## src/rtl/grf_write_arbiter_pkg.sv

```systemverilog
// grf_write_arbiter_pkg
// Shared types and constants for the GRF write-port arbiter.
//   REG_W / DATA_W / NUM_REGS : register index width, data width, register count
//   wb_entry_t                : one queued MDU write-back {valid, rd, wd, pc}
//   arb_state_t               : arbiter state (EMPTY / QUEUED / STARVED)
//   reg_onehot()              : decodes a register index into a 32-bit mask
package grf_write_arbiter_pkg;

    localparam int REG_W    = 5;
    localparam int DATA_W   = 32;
    localparam int NUM_REGS = 32;

    typedef struct packed {
        logic              valid;
        logic [REG_W-1:0]  rd;
        logic [DATA_W-1:0] wd;
        logic [DATA_W-1:0] pc;
    } wb_entry_t;

    typedef enum logic [1:0] {
        ARB_EMPTY   = 2'd0,
        ARB_QUEUED  = 2'd1,
        ARB_STARVED = 2'd2
    } arb_state_t;

    function automatic logic [NUM_REGS-1:0] reg_onehot(input logic [REG_W-1:0] rd);
        reg_onehot = {{(NUM_REGS-1){1'b0}}, 1'b1} << rd;
    endfunction

endpackage

```

## src/rtl/grf_write_arbiter_wb_queue.sv

```systemverilog
// wb_queue
// In-order FIFO of pending MDU write-backs. Entries keep their slot until
// popped; a squash only drops the valid bit, so squashed entries still
// occupy the FIFO and are popped later without producing a write.
// Ports:
//   CLK, Reset       clock, synchronous active-high reset
//   push, push_*     enqueue one valid entry at the tail (caller ensures !full)
//   pop              remove the head entry (caller ensures !empty)
//   squash, squash_rd clear valid on every entry whose rd matches
//   full, empty      occupancy flags (squashed entries count as occupied)
//   head             current head entry (valid=0 when empty or squashed)
//   any_valid_next   at least one valid entry will remain after this edge
//   pending_mask     bit r set iff a valid entry targets $r (registered state)
module wb_queue
    import grf_write_arbiter_pkg::*;
#(
    parameter int DEPTH = 2
) (
    input  logic                CLK,
    input  logic                Reset,
    input  logic                push,
    input  logic [REG_W-1:0]    push_rd,
    input  logic [DATA_W-1:0]   push_wd,
    input  logic [DATA_W-1:0]   push_pc,
    input  logic                pop,
    input  logic                squash,
    input  logic [REG_W-1:0]    squash_rd,
    output logic                full,
    output logic                empty,
    output wb_entry_t           head,
    output logic                any_valid_next,
    output logic [NUM_REGS-1:0] pending_mask
);

    localparam int AW = $clog2(DEPTH);
    localparam int PW = AW + 1;
    localparam logic [PW-1:0] PTR_ONE = {{AW{1'b0}}, 1'b1};

    // Pointers carry one extra wrap bit so full and empty are distinguishable.
    logic [PW-1:0]    head_ptr_r;
    logic [PW-1:0]    tail_ptr_r;
    wb_entry_t        mem_r [DEPTH];
    logic [DEPTH-1:0] valid_nxt_s;
    logic [DEPTH-1:0] fill_s;

    // Occupancy flags and head read-out.
    always_comb begin
        empty = (head_ptr_r == tail_ptr_r);
        full  = (head_ptr_r[AW] != tail_ptr_r[AW]) &&
                (head_ptr_r[AW-1:0] == tail_ptr_r[AW-1:0]);
        head  = mem_r[head_ptr_r[AW-1:0]];
    end

    // Next valid bit per slot: a push fills the tail slot, pop or squash kills.
    always_comb begin
        valid_nxt_s = {DEPTH{1'b0}};
        fill_s      = {DEPTH{1'b0}};
        for (int i = 0; i < DEPTH; i++) begin
            fill_s[i]      = push & (tail_ptr_r[AW-1:0] == AW'(i));
            valid_nxt_s[i] = fill_s[i] |
                             (mem_r[i].valid &
                              !(squash & (mem_r[i].rd == squash_rd)) &
                              !(pop & (head_ptr_r[AW-1:0] == AW'(i))));
        end
        any_valid_next = |valid_nxt_s;
    end

    // Pending-register mask decoded from stored entries only.
    always_comb begin
        pending_mask = {NUM_REGS{1'b0}};
        for (int i = 0; i < DEPTH; i++) begin
            if (mem_r[i].valid) begin
                pending_mask = pending_mask | reg_onehot(mem_r[i].rd);
            end else begin
                pending_mask = pending_mask;
            end
        end
    end

    // Storage and pointer update.
    always_ff @(posedge CLK) begin
        if (Reset) begin
            head_ptr_r <= {PW{1'b0}};
            tail_ptr_r <= {PW{1'b0}};
            for (int i = 0; i < DEPTH; i++) begin
                mem_r[i].valid <= 1'b0;
            end
        end else begin
            for (int i = 0; i < DEPTH; i++) begin
                mem_r[i].valid <= valid_nxt_s[i];
                if (fill_s[i]) begin
                    mem_r[i].rd <= push_rd;
                    mem_r[i].wd <= push_wd;
                    mem_r[i].pc <= push_pc;
                end
            end
            if (push) begin
                tail_ptr_r <= tail_ptr_r + PTR_ONE;
            end
            if (pop) begin
                head_ptr_r <= head_ptr_r + PTR_ONE;
            end
        end
    end

endmodule

```

## src/rtl/grf_write_arbiter.sv

```systemverilog
// grf_write_arbiter
// Shares the single GRF write port between the W-stage and the MDU.
// Pipeline writes always win; MDU results wait in wb_queue and drain into
// free cycles. A pipeline write to $r squashes every queued MDU result for
// $r, since the pipeline instruction is younger. If the valid queue head is
// refused MAX_WAIT times, stall_req asks the hazard unit for a bubble.
// Ports:
//   CLK, Reset                   clock, synchronous active-high reset
//   pipe_we/rd/wd/pc             W-stage write request (never stalled)
//   mdu_valid/rd/wd/pc           MDU result offer
//   mdu_ready                    queue can accept this cycle
//   grf_we/rd/wd/wpc             registered GRF write port
//   pending_mask                 registers with a valid queued MDU result
//   stall_req                    head starved, request a pipeline bubble
module grf_write_arbiter
    import grf_write_arbiter_pkg::*;
#(
    parameter int DEPTH    = 2,
    parameter int MAX_WAIT = 4
) (
    input  logic                CLK,
    input  logic                Reset,
    input  logic                pipe_we,
    input  logic [REG_W-1:0]    pipe_rd,
    input  logic [DATA_W-1:0]   pipe_wd,
    input  logic [DATA_W-1:0]   pipe_pc,
    input  logic                mdu_valid,
    input  logic [REG_W-1:0]    mdu_rd,
    input  logic [DATA_W-1:0]   mdu_wd,
    input  logic [DATA_W-1:0]   mdu_pc,
    output logic                mdu_ready,
    output logic                grf_we,
    output logic [REG_W-1:0]    grf_rd,
    output logic [DATA_W-1:0]   grf_wd,
    output logic [DATA_W-1:0]   grf_wpc,
    output logic [NUM_REGS-1:0] pending_mask,
    output logic                stall_req
);

    localparam int WW = $clog2(MAX_WAIT + 1);
    localparam logic [WW-1:0] WAIT_MAX = WW'(MAX_WAIT);
    localparam logic [WW-1:0] WAIT_ONE = {{(WW-1){1'b0}}, 1'b1};

    logic                q_full_s;
    logic                q_empty_s;
    wb_entry_t           q_head_s;
    logic                q_any_valid_nxt_s;
    logic [NUM_REGS-1:0] q_mask_s;

    logic                pipe_eff_s;
    logic                xfer_s;
    logic                push_s;
    logic                pop_s;
    logic                head_grant_s;
    logic                refused_s;
    logic [WW-1:0]       wait_r;
    logic [WW-1:0]       wait_nxt_s;
    arb_state_t          state_r;
    arb_state_t          state_nxt_s;

    logic                grf_we_r;
    logic [REG_W-1:0]    grf_rd_r;
    logic [DATA_W-1:0]   grf_wd_r;
    logic [DATA_W-1:0]   grf_wpc_r;

    wb_queue #(.DEPTH(DEPTH)) u_queue (
        .CLK            (CLK),
        .Reset          (Reset),
        .push           (push_s),
        .push_rd        (mdu_rd),
        .push_wd        (mdu_wd),
        .push_pc        (mdu_pc),
        .pop            (pop_s),
        .squash         (pipe_eff_s),
        .squash_rd      (pipe_rd),
        .full           (q_full_s),
        .empty          (q_empty_s),
        .head           (q_head_s),
        .any_valid_next (q_any_valid_nxt_s),
        .pending_mask   (q_mask_s)
    );

    // Grant decision and queue handshake for the current cycle.
    always_comb begin
        pipe_eff_s   = pipe_we & (pipe_rd != 5'd0);
        mdu_ready    = !q_full_s & !Reset;
        xfer_s       = mdu_valid & mdu_ready;
        // $0 results and results overtaken by this cycle's pipe write are
        // accepted from the MDU but never stored.
        push_s       = xfer_s & (mdu_rd != 5'd0) &
                       !(pipe_eff_s & (mdu_rd == pipe_rd));
        // The head leaves whenever the port is free, valid or squashed.
        pop_s        = !pipe_eff_s & !q_empty_s;
        head_grant_s = pop_s & q_head_s.valid;
        // A head squashed by the winning pipe write is not counted as refused.
        refused_s    = pipe_eff_s & q_head_s.valid & (q_head_s.rd != pipe_rd);
    end

    // Wait counter: saturating count of refusals, cleared by any pop.
    always_comb begin
        wait_nxt_s = wait_r;
        if (pop_s) begin
            wait_nxt_s = {WW{1'b0}};
        end else if (refused_s && (wait_r < WAIT_MAX)) begin
            wait_nxt_s = wait_r + WAIT_ONE;
        end else begin
            wait_nxt_s = wait_r;
        end
    end

    // Next arbiter state follows the queue contents and wait count after
    // this edge; the rule is the same from every state.
    always_comb begin
        state_nxt_s = ARB_EMPTY;
        if (!q_any_valid_nxt_s) begin
            state_nxt_s = ARB_EMPTY;
        end else if (wait_nxt_s >= WAIT_MAX) begin
            state_nxt_s = ARB_STARVED;
        end else begin
            state_nxt_s = ARB_QUEUED;
        end
    end

    // Arbiter state and wait counter registers.
    always_ff @(posedge CLK) begin
        if (Reset) begin
            state_r <= ARB_EMPTY;
            wait_r  <= {WW{1'b0}};
        end else begin
            state_r <= state_nxt_s;
            wait_r  <= wait_nxt_s;
        end
    end

    // GRF write-port registers; address/data hold when nothing is granted.
    always_ff @(posedge CLK) begin
        if (Reset) begin
            grf_we_r  <= 1'b0;
            grf_rd_r  <= 5'd0;
            grf_wd_r  <= 32'd0;
            grf_wpc_r <= 32'd0;
        end else if (pipe_eff_s) begin
            grf_we_r  <= 1'b1;
            grf_rd_r  <= pipe_rd;
            grf_wd_r  <= pipe_wd;
            grf_wpc_r <= pipe_pc;
        end else if (head_grant_s) begin
            grf_we_r  <= 1'b1;
            grf_rd_r  <= q_head_s.rd;
            grf_wd_r  <= q_head_s.wd;
            grf_wpc_r <= q_head_s.pc;
        end else begin
            grf_we_r  <= 1'b0;
        end
    end

    // Output decode from registered state only.
    always_comb begin
        grf_we       = grf_we_r;
        grf_rd       = grf_rd_r;
        grf_wd       = grf_wd_r;
        grf_wpc      = grf_wpc_r;
        pending_mask = q_mask_s;
        stall_req    = (state_r == ARB_STARVED);
    end

endmodule
```

## config.mk

```make
export PLATFORM = sky130hd
export DESIGN_NAME = grf_write_arbiter
export DESIGN_NICKNAME = d
export VERILOG_FILES = /design/src/rtl/grf_write_arbiter_pkg.sv /design/src/rtl/grf_write_arbiter_wb_queue.sv /design/src/rtl/grf_write_arbiter.sv
export SDC_FILE = /design/constraint.sdc
export NUM_CORES = 1
export LEC_CHECK = 0
export ABC_AREA = 0
export BUFFER_PORTS_ARGS = -buffer_cell sky130_fd_sc_hd__buf_2
export CAP_MARGIN = 20
export CORE_MARGIN = 10
export CORE_UTILIZATION = 57
export DETAILED_ROUTE_END_ITERATION = 10
export GPL_ROUTABILITY_DRIVEN = 0
export PLACE_DENSITY = 0.94
export SLEW_MARGIN = 20
export SYNTH_ARGS = -nofsm -noshare
export SYNTH_HDL_FRONTEND = slang
export SYNTH_SLANG_ARGS = --single-unit
```

## constraint.sdc

```tcl
create_clock -name CLK -period 10.5 [get_ports CLK]
set_clock_uncertainty 0.2 [all_clocks]
set_input_delay 0.525 -clock CLK [delete_from_list [all_inputs] [get_ports CLK]]
set_output_delay 0.525 -clock CLK [all_outputs]
set_load 0.1 [all_outputs]
```

==> run summary, run 1 <==
crit path time final: 3.747 ns
compound-cell area share of the yosys netlist: 12.88%
Setup violations, final: 0
drt total wl: 25.22 mm
placed cell areas: 11010 sq um
Pwr Density: 212.1 nW/um^2
Switch Pwr: 876.3 uW
Post-synth top flop: edfxtp_1
layout cell share with drive strength beyond 1: 28.40%
RSZ-0062 raised after global routing: no
fin util: 70.23%
Crit Path Category: primary input to flip-flop
Worst-Skew Late Latency: 0.49 ns
Rows: 47
Slew headroom: 31.05%
syn avg cell area: 11.33 sq um
total power: 2.478 mW
Layout fillers: 1188
number of global-route vias before repair: 7417
Post-Synth Adder-Cell Area: 0.3852%
FMAX: 266.9 MHz
endpoint class of the critical path: flip-flop
Worst Path Required: 10.42 ns
register area: 5809 sq um
final hold violations: 0
RR Startpoint: u_queue.tail_ptr_r[0]
area of the mapped netlist: 9744 sq um
reg-to-reg endpoint: u_queue.mem_r[0][37]
TritonCTS clock tree: built
Via-to-Cell Ratio: 5.663
DIE WIDTH: 150.8 um
CTS Buf Count: 23
Critical path destination: u_queue.mem_r[0][37]
Multi-input gate area: 3615 sq um
largest net degree at the start of global routing: 85
sequential power share: 42.0%
Worst-Margin Slew: 1.034 ns
P_leak: 4.524 nW
DRT iter0 DRCs: 525
first-pass GRT wire length: 38.90 mm
DRT Pass-1 Iters: 6
setup TNS: 0 ns
maximum vdd drop: 0.1708 mV
flop2flop setup slack: 7.35 ns
Clock power frac: 29.5%
CTS clock-pin slew for the worst setup and hold paths: 0.06 ns
Internal: 1.602 mW
combinational family with the most area after synthesis: simple AND/OR/NAND/NOR gates
core region area: 16640 sq um
Comb power frac: 28.5%
Post-CTS Setup Bufs: 0
switch share: 35.36%
synthesis warning total: 0
Arrival @ worst endpoint: 3.66 ns
simple-gate share of the synthesized area: 13.73%
CTS H-Tree Depth: 1
fin area: 11690 sq um
IO Pins: 246
Worst Reg-to-Reg Cells: 5
Die Span Y: 150.8 um
DRC violations left: 0
Post-synth EDFFs: 140
post-synth cell types: 44
Worst Hold Class: primary input to flip-flop
Gate Count Post-Synth: 860
Detailed Place HPWL: 17.44 mm
clk root buf: clkbuf_16
Port Buffers: 245
Area Growth Syn to Fin: 19.94%
Critical Path Fanout Max: 60
startpoint types: primary input
max-cap violations: 0
#FFs+latches synth: 220
Antenna Violating Nets Remaining: 0
# clock sinks: 220
CTS Hold Bufs: 0
DIE AREA: 22730 sq um
status: completed
post-synthesis sequential area ratio: 59.58%
total congestion overflow: 0
gr usage total: 21.12%
fin. max-slew vios: 0
Setup crit start: pipe_rd[1]
initial antenna violation count: 4
asr flop ratio synth: 0%
DR vias: 7418
Avg WL per Cell: 19.25 um
CTS max path bufs: 3
XOR/XNOR share of the synthesized area: 2.247%
fraction of synthesized area in multiplexers: 7.614%
post-cts resize count: 0
Final Cycle Share: 35.69%
starting density of the core: 58.55%
fin nets: 1217
==> Yosys cell counts, drive strengths merged, types with 2 or more instances <==
library cell	n	share of area (%)
a21oi	72	3.7
a31oi	2	0.13
buf	39	2.3
clkbuf	28	1.1
dfxtp	80	16
edfxtp	140	43
ha	3	0.39
inv	5	0.19
mux2i	73	7.5
nand2	155	6.0
nand2b	11	0.71
nand3	9	0.46
nand4	2	0.13
nor2	11	0.42
nor2b	75	4.8
nor3	3	0.15
o211ai	70	5.9
o21a	2	0.23
o22ai	26	1.7
o32ai	6	0.54
or2	7	0.45
or3	2	0.13
or4	2	0.19
xnor2	13	1.2
xor2	12	1.1
==> final cells by class <==
type                    count  share of cell area (%)
multi-input cells         569                   30.93
well taps                 220                   2.355
flip-flops and latches    220                   49.71
diodes                      2                 0.04282
repair buffers            253                   11.03
clock buffers              39                   5.695
clock inverters             2                 0.08564
inverters                   5                  0.1606
==> how the worst min path moves through the flow <==
stage | startpoint | to | cells after the start
3_5_place_dp | grf_wpc[20] | grf_wpc[20] | 2
2_1_floorplan | wait_r[1] | wait_r[1] | 2
4_1_cts | mdu_pc[24] | u_queue.mem_r[1][24] | 1
5_1_grt | mdu_pc[24] | u_queue.mem_r[1][24] | 1
6_report | mdu_pc[24] | u_queue.mem_r[1][24] | 1
3_3_place_gp | grf_wd[4] | grf_wd[4] | 2
==> routing by layer <==
layer,vias to the layer above,track usage (%),wire length [um]
met2,332,37.07,12760
li1,3513,-,-
met1,3510,24.38,9505
met5,-,0,14
met4,4,7.411,733
met3,59,5.492,2198
==> flip-flops by register name (all words and copies together) (netlist names), named ones only <==
name                cells
grf_rd                  5
state_r                 2
u_queue.head_ptr_r      2
wait_r                  3
grf_wd                 32
u_queue.tail_ptr_r      2
grf_wpc                32
u_queue.mem_r         140
grf_we                  1
==> logic make-up after synthesis <==
family | count (synthesis)
AND/OR/NAND/NOR | 281
flip-flops | 220
AO/OA/AOI/OAI | 184
multiplexers | 74
buffers and inverters | 72
XOR/XNOR | 25
adder cells (fa/ha/maj) | 3
other | 1
==> layout by cell type (no fill, tap or decap), types with 7 or more instances in the layout <==
cell and n:
a21oi_1 71, buf_2 244, buf_4 9, clkbuf_1 13, clkbuf_16 23, dfxtp_1 79, edfxtp_1 140, mux2i_1 73
nand2_1 155, nand2b_1 11, nand3_1 9, nor2_1 11, nor2b_1 74, o211ai_1 60, o211ai_2 10, o22ai_1 26
or2_2 7, xnor2_1 13, xor2_1 12
==> per-stage QoR <==
stage / hold WS (ns) / std cells / setup WS, ns
4_1_cts: 0.0003104 / 1308 / 6.703
3_5_place_dp: 0.2413 / 1267 / 6.210
2_1_floorplan: 0.2385 / 861 / 4.181
6_report: 0.01665 / 1310 / 6.753
5_1_grt: 0.0002895 / 1309 / 6.519
3_3_place_gp: 0.2347 / 1267 / 6.303
==> power by group through the flow <==
stage,logic [mW],clock network (mW),registers [mW]
CTS,0.711,0.744,1.04
global placement,0.694,0,1.05
floorplan,0.306,0,1.32
global route,0.748,0.782,1.05
detailed placement,0.708,0,1.06
finish,0.706,0.732,1.04
==> critical path, cell delays in order <==
cell and delay (ns):
buf_2 0.15, or4_4 0.57, o21ai_4 0.13, buf_4 0.49, o311a_1 0.33, nor2b_4 0.78, buf_4 0.62
Note: power is estimated with default switching activity, not from simulation.
==> run 2, diff against run 1 <==
--- a/config.mk
+++ b/config.mk
@@ -9,10 +9,10 @@
 export BUFFER_PORTS_ARGS = -buffer_cell sky130_fd_sc_hd__buf_2
 export CAP_MARGIN = 20
 export CORE_MARGIN = 10
-export CORE_UTILIZATION = 57
+export CORE_UTILIZATION = 53
 export DETAILED_ROUTE_END_ITERATION = 10
 export GPL_ROUTABILITY_DRIVEN = 0
-export PLACE_DENSITY = 0.94
+export PLACE_DENSITY = 0.89
 export SLEW_MARGIN = 20
 export SYNTH_ARGS = -nofsm -noshare
 export SYNTH_HDL_FRONTEND = slang
==> constraint.sdc (replaced) <==
create_clock -name CLK -period 3.8 [get_ports CLK]
set_clock_uncertainty 0.2 [all_clocks]
set_input_delay 0.19 -clock CLK [delete_from_list [all_inputs] [get_ports CLK]]
set_output_delay 0.19 -clock CLK [all_outputs]
set_load 0.1 [all_outputs]
==> run summary, run 2 (synthesis gave the netlist of run 1 again) <==
global route hottest layer: met2
Arrival @ worst endpoint: 2.97 ns
Antenna Violating Nets Remaining: 0
first-pass GRT wire length: 46.13 mm
number of global-route vias before repair: 8841
Rows: 49
met1 Track Usage GR: 24.34%
starting density of the core: 54.06%
ordered cell list for the critical path: dlygate4sd3_1, buf_2, or4_4, o21ai_4, buf_4, nand2_1, o211ai_1, a21oi_1
Post-CTS Setup Bufs: 0
status: completed
commonest non-fill, non-tap cell in the layout: buf_2
initial antenna violation count: 4
Detailed Place HPWL: 17.05 mm
Top reg by flops: u_queue.mem_r
WP buf/inv: 3
Final Cycle Share: 74.88%
crit path time final: 2.845 ns
Slew headroom: 20.82%
startpoint types: primary input
post-cts resize count: 0
clk root buf: clkbuf_16
P_leak: 5.155 nW
drt total wl: 29.30 mm
DRT iter0 DRCs: 529
CTS Hold Bufs: 140
CTS H-Tree Depth: 1
fin nets: 1361
Setup violations, final: 0
Worst-Skew Late Latency: 0.51 ns
most frequent cells in the layout: buf_2 (244), nand2_1 (155), dlygate4sd3_1 (140), edfxtp_1 (140), dfxtp_1 (79)
Critical Path Fanout Max: 96
CP max stage delay: 0.78 ns
final hold violations: 0
Via-to-Cell Ratio: 5.625
IO Pins: 246
gr usage total: 23.20%
Layout fillers: 1176
DRC violations left: 0
endpoint class of the critical path: flip-flop
Setup WS pre-CTS: 1.083 ns
CTS clock-pin slew for the worst setup and hold paths: 0.06 ns
CTS Buf Count: 24
DRT Pass-1 Iters: 6
# clock sinks: 220
min setup slack post-route: 0.9546 ns
Crit Path Category: primary input to flip-flop
TritonCTS clock tree: built
FMAX: 351.4 MHz
layout cell share with drive strength beyond 1: 25.77%
setup TNS: 0 ns
fin. max-slew vios: 0
Worst-Margin Slew: 1.188 ns
RSZ-0062 raised after global routing: no
Area Growth Syn to Fin: 35.64%
Largest register FFs: 140
Pwr Density: 542.7 nW/um^2
core region area: 18020 sq um
CTS max path bufs: 3
met2 global-route usage: 42.38%
Worst Path Required: 3.92 ns
DIE WIDTH: 155.6 um
Worst Hold Class: primary input to flip-flop
largest net degree at the start of global routing: 97
maximum vdd drop: 0.4642 mV
GR Layer Usage met3: 5.376%
Port Buffers: 245
Die Span Y: 155.6 um
total congestion overflow: 0
CP delay by family, top: buffers and inverters
DIE AREA: 24210 sq um
total power: 7.173 mW
max-cap violations: 0
Avg WL per Cell: 19.97 um
DR vias: 8252
slowest cell on the critical path: buf_4
-- run 2: cell count changes in the layout (fill, tap and decap cells not counted), sizes merged --
cell	before	now
buf	253	256
clkinv	2	5
clkbuf	39	38
dlygate4sd3	0	140
diode	2	4
clkinvlp	0	1
-- run 2: where the power goes --
| part | switching, mW | internal [mW] |
|---|---|---|
| clock | 0.910 | 1.28 |
| sequential | 0.115 | 2.76 |
| combinational | 1.52 | 0.592 |
-- run 2: worst paths after layout --
path                            slack (ns)  depth (start not counted)                     to             startpoint
worst max-delay path                  0.95                          8            grf_wpc[18]             pipe_rd[2]
worst min-delay path                  0.08                          5  u_queue.tail_ptr_r[0]              mdu_valid
worst max register to register        1.19                          6            grf_wpc[18]  u_queue.head_ptr_r[1]
worst min register to register        0.25                          2             grf_wpc[3]             grf_wpc[3]
-- run 2: worst register-to-register path, cell delays in order, from the launching register on --
cell and delay (ns):
dfxtp_1 0.36, xor2_1 0.21, nand2b_1 0.29, a21o_2 0.61
buf_4 0.41, o211ai_1 0.19, a21oi_1 0.23
-- run 2: metrics by stage --
stage / hold WS, ns / cells / area, sq um / utilization (%)
4_1_cts: 0.05530 / 1463 / 13210 / 73.28
3_5_place_dp: 0.1784 / 1279 / 11070 / 61.41
3_3_place_gp: 0.1768 / 1279 / 11070 / 61.41
5_1_grt: 0.1015 / 1467 / 13220 / 73.33
6_report: 0.08025 / 1467 / 13220 / 73.33
2_1_floorplan: 0.08887 / 861 / 9771 / -
-- run 2: cell type report --
cell class              instances  area (sq um)  share of cell area, %
multi-input cells             569          3626                  27.43
repair buffers                396          2725                  20.62
clock buffers                  38         705.7                  5.339
clock inverters                 6         32.53                 0.2461
well taps                     229         286.5                  2.168
flip-flops and latches        220          5809                  43.95
inverters                       5         22.52                 0.1704
diodes                          4         10.01                0.07573
-- run 2: routing by layer --
layer	up-vias	part of all wire, %
li1	3822	-
met4	0	4.7
met3	110	7.5
met1	3904	35
met2	416	53
met5	-	0
